===== src/rtl/palette_pkg.sv =====
// Shared widths and types for the palette RAM arbiter and its write FIFO.
package palette_pkg;

  localparam int unsigned PAL_AW = 14;
  localparam int unsigned PAL_DW = 16;

  typedef struct packed {
    logic [PAL_AW-1:0] addr;
    logic [PAL_DW-1:0] data;
    logic              be_h;
    logic              be_l;
  } wr_entry_t;

  typedef enum logic [2:0] {
    IDLE,
    RD_WAIT,
    RD_ISSUE,
    RD_DONE,
    ACK
  } arb_state_t;

endpackage


===== src/rtl/palette_ram_arbiter_if.sv =====
// 68000-side palette bus: the CPU (master) drives strobes, the arbiter (slave) answers.
interface palette_ram_arbiter_if;
  import palette_pkg::*;

  logic              cpu_cs;
  logic [PAL_AW-1:0] cpu_addr;
  logic [PAL_DW-1:0] cpu_din;
  logic [PAL_DW-1:0] cpu_dout;
  logic              cpu_rw_n;
  logic              cpu_uds_n;
  logic              cpu_lds_n;
  logic              cpu_dtack_n;

  modport master (
    output cpu_cs, cpu_addr, cpu_din, cpu_rw_n, cpu_uds_n, cpu_lds_n,
    input  cpu_dout, cpu_dtack_n
  );

  modport slave (
    input  cpu_cs, cpu_addr, cpu_din, cpu_rw_n, cpu_uds_n, cpu_lds_n,
    output cpu_dout, cpu_dtack_n
  );

endinterface


===== src/rtl/palette_wr_fifo.sv =====
// Posted-write FIFO; show-ahead read, and a push is accepted while full if a pop happens that clk.
module palette_wr_fifo
  import palette_pkg::*;
#(
  parameter int unsigned DEPTH = 4
) (
  input  logic      clk,
  input  logic      reset,
  input  logic      push_i,
  input  wr_entry_t push_data_i,
  input  logic      pop_i,
  output wr_entry_t pop_data_o,
  output logic      full_o,
  output logic      empty_o
);

  localparam int unsigned AW = $clog2(DEPTH);
  localparam int unsigned PW = AW + 1;

  wr_entry_t     mem_q [DEPTH];
  logic [PW-1:0] wr_ptr_q;
  logic [PW-1:0] rd_ptr_q;
  logic          do_push;
  logic          do_pop;

  // Extra pointer bit tells full from empty when the indices match.
  assign empty_o    = (wr_ptr_q == rd_ptr_q);
  assign full_o     = (wr_ptr_q[AW-1:0] == rd_ptr_q[AW-1:0]) && (wr_ptr_q[AW] != rd_ptr_q[AW]);
  assign do_pop     = pop_i && !empty_o;
  assign do_push    = push_i && (!full_o || do_pop);
  assign pop_data_o = mem_q[rd_ptr_q[AW-1:0]];

  always_ff @(posedge clk) begin
    if (reset) begin
      wr_ptr_q <= '0;
      rd_ptr_q <= '0;
    end else begin
      if (do_push) wr_ptr_q <= wr_ptr_q + PW'(1);
      if (do_pop)  rd_ptr_q <= rd_ptr_q + PW'(1);
    end
  end

  always_ff @(posedge clk) begin
    if (do_push) mem_q[wr_ptr_q[AW-1:0]] <= push_data_i;
  end

endmodule


===== src/rtl/palette_ram_arbiter.sv =====
// Shares the single-port palette RAM between video lookup and the 68000 bus;
// CPU writes are posted through a FIFO and drained in granted CPU slots.
module palette_ram_arbiter
  import palette_pkg::*;
#(
  parameter int unsigned FIFO_DEPTH = 4
) (
  input  logic                 clk,
  input  logic                 reset,
  input  logic                 ce_double,
  input  logic                 ce_pixel,
  input  logic                 HBLANKn,
  input  logic                 VBLANKn,
  input  logic                 ACCMODE,
  palette_ram_arbiter_if.slave cpu,
  input  logic [PAL_AW-1:0]    vid_addr,
  output logic [PAL_DW-1:0]    vid_data,
  output logic [PAL_AW-1:0]    ram_addr,
  output logic [PAL_DW-1:0]    ram_din,
  input  logic [PAL_DW-1:0]    ram_dout,
  output logic                 ram_we_l_n,
  output logic                 ram_we_h_n
);

  arb_state_t        state_q;
  logic              dtack_n_q;
  logic [PAL_DW-1:0] dout_q;
  logic [PAL_AW-1:0] ram_addr_q;
  logic [PAL_DW-1:0] ram_din_q;
  logic              ram_we_h_n_q;
  logic              ram_we_l_n_q;
  logic              vid_slot_q;
  logic              vid_ok_q;
  logic [PAL_DW-1:0] vid_hold_q;
  logic [PAL_DW-1:0] vid_data_q;

  logic              disp_active;
  logic              cpu_slot;
  logic              wr_req;
  logic              wr_null;
  logic              wr_ack;
  logic              push;
  logic              pop;
  logic              rd_issue;
  logic              fifo_full;
  logic              fifo_empty;
  wr_entry_t         push_entry;
  wr_entry_t         pop_entry;
  logic [PAL_DW-1:0] vid_prev;

  // Slot arbitration: pops beat read issue, so reads see every earlier write.
  assign disp_active = HBLANKn && VBLANKn;
  assign cpu_slot    = ce_double && !ce_pixel && (!disp_active || ACCMODE);
  assign pop         = cpu_slot && !fifo_empty;
  assign rd_issue    = (state_q == RD_WAIT) && cpu_slot && fifo_empty;

  assign wr_req  = (state_q == IDLE) && cpu.cpu_cs && !cpu.cpu_rw_n;
  assign wr_null = cpu.cpu_uds_n && cpu.cpu_lds_n;
  assign push    = wr_req && !wr_null && (!fifo_full || pop);
  assign wr_ack  = wr_req && (wr_null || !fifo_full || pop);

  always_comb begin
    push_entry      = '0;
    push_entry.addr = cpu.cpu_addr;
    push_entry.data = cpu.cpu_din;
    push_entry.be_h = !cpu.cpu_uds_n;
    push_entry.be_l = !cpu.cpu_lds_n;
  end

  palette_wr_fifo #(
    .DEPTH (FIFO_DEPTH)
  ) u_wr_fifo (
    .clk         (clk),
    .reset       (reset),
    .push_i      (push),
    .push_data_i (push_entry),
    .pop_i       (pop),
    .pop_data_o  (pop_entry),
    .full_o      (fifo_full),
    .empty_o     (fifo_empty)
  );

  always_ff @(posedge clk) begin
    if (reset) begin
      state_q   <= IDLE;
      dtack_n_q <= 1'b1;
      dout_q    <= '0;
    end else begin
      case (state_q)
        IDLE: begin
          if (wr_ack) begin
            state_q   <= ACK;
            dtack_n_q <= 1'b0;
          end else if (cpu.cpu_cs && cpu.cpu_rw_n) begin
            state_q <= RD_WAIT;
          end
        end
        RD_WAIT: begin
          if (rd_issue) state_q <= RD_ISSUE;
        end
        RD_ISSUE: begin
          // Address has been held a full slot, so 1-clk RAM latency is covered.
          if (ce_double) begin
            state_q   <= RD_DONE;
            dout_q    <= ram_dout;
            dtack_n_q <= 1'b0;
          end
        end
        RD_DONE, ACK: begin
          if (!cpu.cpu_cs) begin
            state_q   <= IDLE;
            dtack_n_q <= 1'b1;
          end
        end
        default: state_q <= IDLE;
      endcase
    end
  end

  // RAM port only changes on slot ticks; write enables last exactly one slot.
  always_ff @(posedge clk) begin
    if (reset) begin
      ram_addr_q   <= '0;
      ram_din_q    <= '0;
      ram_we_h_n_q <= 1'b1;
      ram_we_l_n_q <= 1'b1;
    end else if (ce_double) begin
      ram_we_h_n_q <= 1'b1;
      ram_we_l_n_q <= 1'b1;
      if (pop) begin
        ram_addr_q   <= pop_entry.addr;
        ram_din_q    <= pop_entry.data;
        ram_we_h_n_q <= !pop_entry.be_h;
        ram_we_l_n_q <= !pop_entry.be_l;
      end else if (rd_issue) begin
        ram_addr_q <= cpu.cpu_addr;
      end else begin
        ram_addr_q <= vid_addr;
      end
    end
  end

  // Video word is captured at the tick after its slot, since a CPU slot may follow.
  assign vid_prev = vid_slot_q ? ram_dout : vid_hold_q;

  always_ff @(posedge clk) begin
    if (reset) begin
      vid_slot_q <= 1'b0;
      vid_ok_q   <= 1'b0;
      vid_hold_q <= '0;
      vid_data_q <= '0;
    end else if (ce_double) begin
      vid_slot_q <= ce_pixel;
      if (vid_slot_q) vid_hold_q <= ram_dout;
      if (ce_pixel) begin
        vid_ok_q   <= disp_active && !ACCMODE;
        vid_data_q <= vid_ok_q ? vid_prev : '0;
      end
    end
  end

  assign cpu.cpu_dout    = dout_q;
  assign cpu.cpu_dtack_n = dtack_n_q;
  assign vid_data        = vid_data_q;
  assign ram_addr        = ram_addr_q;
  assign ram_din         = ram_din_q;
  assign ram_we_h_n      = ram_we_h_n_q;
  assign ram_we_l_n      = ram_we_l_n_q;

endmodule


===== src/flat_wrapper.sv =====
// flat-port wrapper written by rule: the top's interface ports become plain ports
module palette_ram_arbiter_flat import palette_pkg::*;
#(
  parameter int unsigned FIFO_DEPTH = 4
)
  (clk, reset, ce_double, ce_pixel, HBLANKn, VBLANKn, ACCMODE, vid_addr, vid_data, ram_addr, ram_din, ram_dout, ram_we_l_n, ram_we_h_n, cpu_cpu_cs, cpu_cpu_addr, cpu_cpu_din, cpu_cpu_rw_n, cpu_cpu_uds_n, cpu_cpu_lds_n, cpu_cpu_dout, cpu_cpu_dtack_n);
  palette_ram_arbiter_if cpu_i ();
  input  logic clk;
  input  logic reset;
  input  logic ce_double;
  input  logic ce_pixel;
  input  logic HBLANKn;
  input  logic VBLANKn;
  input  logic ACCMODE;
  input  logic [PAL_AW-1:0] vid_addr;
  output logic [PAL_DW-1:0] vid_data;
  output logic [PAL_AW-1:0] ram_addr;
  output logic [PAL_DW-1:0] ram_din;
  input  logic [PAL_DW-1:0] ram_dout;
  output logic ram_we_l_n;
  output logic ram_we_h_n;
  input wire logic [$bits(cpu_i.cpu_cs)-1:0] cpu_cpu_cs;
  input wire logic [$bits(cpu_i.cpu_addr)-1:0] cpu_cpu_addr;
  input wire logic [$bits(cpu_i.cpu_din)-1:0] cpu_cpu_din;
  input wire logic [$bits(cpu_i.cpu_rw_n)-1:0] cpu_cpu_rw_n;
  input wire logic [$bits(cpu_i.cpu_uds_n)-1:0] cpu_cpu_uds_n;
  input wire logic [$bits(cpu_i.cpu_lds_n)-1:0] cpu_cpu_lds_n;
  output wire logic [$bits(cpu_i.cpu_dout)-1:0] cpu_cpu_dout;
  output wire logic [$bits(cpu_i.cpu_dtack_n)-1:0] cpu_cpu_dtack_n;
  assign cpu_i.cpu_cs = cpu_cpu_cs;
  assign cpu_i.cpu_addr = cpu_cpu_addr;
  assign cpu_i.cpu_din = cpu_cpu_din;
  assign cpu_i.cpu_rw_n = cpu_cpu_rw_n;
  assign cpu_i.cpu_uds_n = cpu_cpu_uds_n;
  assign cpu_i.cpu_lds_n = cpu_cpu_lds_n;
  assign cpu_cpu_dout = cpu_i.cpu_dout;
  assign cpu_cpu_dtack_n = cpu_i.cpu_dtack_n;
  palette_ram_arbiter #(.FIFO_DEPTH(FIFO_DEPTH)) u_core (.clk(clk), .reset(reset), .ce_double(ce_double), .ce_pixel(ce_pixel), .HBLANKn(HBLANKn), .VBLANKn(VBLANKn), .ACCMODE(ACCMODE), .cpu(cpu_i), .vid_addr(vid_addr), .vid_data(vid_data), .ram_addr(ram_addr), .ram_din(ram_din), .ram_dout(ram_dout), .ram_we_l_n(ram_we_l_n), .ram_we_h_n(ram_we_h_n));
endmodule

===== config.mk =====
export PLATFORM = sky130hd
export DESIGN_NAME = palette_ram_arbiter_flat
export DESIGN_NICKNAME = d
export VERILOG_FILES = /design/src/rtl/palette_pkg.sv /design/src/rtl/palette_ram_arbiter_if.sv /design/src/rtl/palette_wr_fifo.sv /design/src/rtl/palette_ram_arbiter.sv /design/src/flat_wrapper.sv
export SDC_FILE = /design/constraint.sdc
export NUM_CORES = 1
export LEC_CHECK = 0
export ABC_AREA = 1
export BUFFER_PORTS_ARGS = -buffer_cell sky130_fd_sc_hd__buf_2
export CAP_MARGIN = 10
export CELL_PAD_IN_SITES_DETAIL_PLACEMENT = 0
export CELL_PAD_IN_SITES_GLOBAL_PLACEMENT = 1
export CORE_ASPECT_RATIO = 1.75
export CORE_MARGIN = 1.5
export CORE_UTILIZATION = 47
export CTS_CLUSTER_DIAMETER = 80
export CTS_CLUSTER_SIZE = 25
export DETAILED_ROUTE_END_ITERATION = 16
export GPL_ROUTABILITY_DRIVEN = 0
export PLACE_DENSITY_LB_ADDON = 0.1
export SLEW_MARGIN = 40
export SYNTH_ARGS = -nofsm -noshare
export SYNTH_HDL_FRONTEND = slang
export SYNTH_HIERARCHICAL = 1
export SYNTH_SLANG_ARGS = --single-unit

===== constraint.sdc =====
create_clock -name clk -period 8.7 [get_ports clk]
set_input_delay 0 -clock clk [delete_from_list [all_inputs] [get_ports clk]]
set_output_delay 0 -clock clk [all_outputs]
set_load 0.05 [all_outputs]

==> reports/results.txt <==
Clock sink count - 222
Die area - 0.0200 sq mm
Unique masters post-synth - 31
CTS resizes - 0
Max-Cap Viols - 0
Worst-path clk slew - 0.10 ns
Drt wl/cell - 16.5 um
Yosys reg bits - 222
Routed via count - 6,876
Most common library cell in the layout ignoring fill and taps - nand2_1
Worst R2R End - u_core/u_wr_fifo/mem_q[3][13]
Cell repeated most along the worst path - inv_1
Nets - 1,175
CP max-delay cell - nor2_4
YS warnings - 6
Maximum vdd drop - 0.182 mV
HP Start - ce_double
Initial Util - 0.483
Initial DRC count - 450
Final Setup Violations - 0
Rows - 66
RSZ-0062 raised after global routing - false
P&R area growth vs syn - 21.9%
Slew at the pin with the worst max-slew slack - 0.728 ns
I/O Buffers - 135
Placed instance area - 0.00996 sq mm
Relative slew slack - 0.515
R2R depth - 14
Core area - 0.0187 sq mm
Die width - 108 um
GRT Overall Usage - 0.222
Leakage - 4.34 nW
WP data required - 8.89 ns
Worst-path cell chain - inv_1 > nand2_1 > nand2_1 > nand3_2 > inv_1 > inv_1 > nand3_2 > buf_4 > inv_2 > inv_1 > nand4_2 > nand2_2 > nor2_4 > buf_16
Setup tns final - 0 ns
CTS tree - done
Syn nets - 1,000
Fmax - 309 MHz
DRC viols - 0
Crit start category - flip-flop
CTS Buf Count - 12
Min-delay worst type - in -> reg
IO Pins - 136
Layout fillers - 1,663
Share of cells above drive strength 1 - 0.181
Non-Filler Instances - 1,343
Top fanout value on the critical path - 47
Final period util - 0.372
Hold Slack - 0.0806 ns
Slew Viols, Final - 0
Sequential element share of the synthesized area - 0.635
Die H - 186 um
WL final - 22,100 um
Worst r2r src - u_core/u_wr_fifo/wr_ptr_q[1]
Post-Syn Area - 0.00901 sq mm
Final ANT Viol Nets - 0
Post-route cell area - 0.0110 sq mm
Initial antenna violation count - 0
Hold Crit Endpoint - u_core/ram_we_l_n
H-tree depth - 1
DR vias/cell - 5.12
R2R setup slack - 5.47 ns
Commonest cells after routing, fill and taps aside - nand2_1 (189), buf_2 (134), edfxtp_1 (128), dfxtp_1 (93), o21ai_0 (86)
Pwr Density - 192 mW/mm^2
Final Hold Fails - 0
Status - complete, no violations
Nature of the critical path endpoint - flip-flop
Vias in the first global route - 6,610
N_diodes - 0
WS Path Type - reg -> reg
Syn_area_per_cell - 9.75 sq um
Detail Placement HPWL - 14,300 um
Gr ovfl total - 0
Global-route wire length before repair - 34,100 um
Gate Count Post-Synth - 924
Clk Latency, worst-skew pair - 0.48 ns
Final Skew - 0.0204 ns
Root Driver - clkbuf_16
Fin util - 0.589
Placed cells - 1,256
Post-layout min period - 3.23 ns
DRT Pass-1 Iters - 5
Largest net degree at the start of global routing - 83
CP max stage delay - 0.54 ns
Clock buffer depth - 3
Hold path depth - 3
CP Data Arrival Time - 3.42 ns
synthesized netlist by cell type:
master / instances / share of area
a21boi_0: 1 / 0.00083
a21oi_1: 79 / 0.044
a21oi_2: 10 / 0.0097
buf_1: 2 / 0.00083
buf_2: 14 / 0.0078
buf_4: 3 / 0.0025
buf_6: 4 / 0.0050
clkbuf_1: 29 / 0.012
dfxtp_1: 94 / 0.21
edfxtp_1: 128 / 0.43
ha_1: 5 / 0.0069
inv_1: 70 / 0.029
inv_2: 7 / 0.0029
inv_4: 1 / 0.00069
nand2_1: 189 / 0.079
nand2_2: 6 / 0.0042
nand3_1: 37 / 0.021
nand3_2: 3 / 0.0033
nand3_4: 1 / 0.0019
nand4_1: 1 / 0.00069
nand4_2: 1 / 0.0014
nor2_1: 85 / 0.035
nor2_2: 2 / 0.0014
nor2_4: 1 / 0.0012
nor2_8: 1 / 0.0022
nor3_4: 1 / 0.0018
o21ai_0: 86 / 0.048
o21ai_1: 28 / 0.016
o22ai_1: 32 / 0.022
xnor2_2: 1 / 0.0018
xor2_1: 2 / 0.0019
power by group:
group	total [mW]	switching, mW	internal [mW]
Clock	0.597	0.318	0.279
Sequential	1.18	0.0230	1.16
Combinational	0.332	0.223	0.109
state kept, by name, indices dropped and copies added (netlist names), named ones only:
name / flops
u_core/vid_data: 16
u_core/u_wr_fifo/mem_q: 128
u_core/ram_we_h_n: 1
u_core/cpu.cpu_dtack_n: 1
u_core/vid_hold_q: 16
u_core/ram_din: 16
u_core/ram_we_l_n: 1
u_core/cpu.cpu_dout: 16
u_core/vid_slot_q: 1
u_core/u_wr_fifo/wr_ptr_q: 3
u_core/state_q: 3
u_core/ram_addr: 14
u_core/u_wr_fifo/rd_ptr_q: 3
u_core/vid_ok_q: 1
worst max-delay path: cells and delay by family, from the launching register on:
family	cells	cell delay (ns)
buf+inv	7	1.30
simple gates	7	1.20
flops	1	0.41
worst max path at each step:
stage	startpoint	end	slack [ns]	cells after the start
after floorplan	u_core/u_wr_fifo/wr_ptr_q[1]	u_core/u_wr_fifo/mem_q[0][0]	5.29	12
after global placement	ce_double	u_core/u_wr_fifo/mem_q[0][14]	5.09	10
after detailed placement	ce_double	u_core/u_wr_fifo/mem_q[3][13]	5.20	11
after CTS	u_core/u_wr_fifo/wr_ptr_q[1]	u_core/u_wr_fifo/mem_q[1][21]	5.42	14
after global routing	u_core/u_wr_fifo/wr_ptr_q[1]	u_core/u_wr_fifo/mem_q[3][20]	5.19	14
final	u_core/u_wr_fifo/wr_ptr_q[1]	u_core/u_wr_fifo/mem_q[3][13]	5.47	14
timing repair:
item,in CTS,in global routing
hold buffers,67,0
endpoints found under the hold margin,193,0
buffers inserted,0,0
setup endpoints to repair,0,0
logic make-up after synthesis:
family | count (synthesis) | synth area share
adder cells (fa/ha/maj) | 5 | 0.00694
XOR/XNOR | 3 | 0.00375
flip-flops | 222 | 0.635
AO/OA/AOI/OAI | 236 | 0.140
buffers and inverters | 130 | 0.0610
AND/OR/NAND/NOR | 328 | 0.153
through the flow:
step                total power [mW]  setup slack, ns
CTS                             2.14             5.42
finish                          2.11             5.47
floorplan                       1.41             5.29
detailed placement              1.51             5.20
global placement                1.50             5.09
global route                    2.21             5.19
metal layers:
| metal | GRT usage | part of all wire | vias to the layer above |
|---|---|---|---|
| met5 | 0 | 0 | - |
| met4 | 0.0758 | 0.026 | 0 |
| met3 | 0.0258 | 0.042 | 30 |
| met2 | 0.431 | 0.55 | 179 |
| met1 | 0.246 | 0.39 | 3204 |
| li1 | - | - | 3463 |
final cells by class:
| cell class | count | area (sq um) | share of cell area |
|---|---|---|---|
| timing repair buffer | 213 | 1540 | 0.140 |
| clock inverter | 1 | 5.00 | 0.000456 |
| inverter | 78 | 298 | 0.0271 |
| clock buffer | 19 | 348 | 0.0317 |
| tap | 238 | 298 | 0.0271 |
| multi-input combinational | 572 | 2770 | 0.252 |
| sequential | 222 | 5730 | 0.522 |
Power figures use the tool's default switching activity.
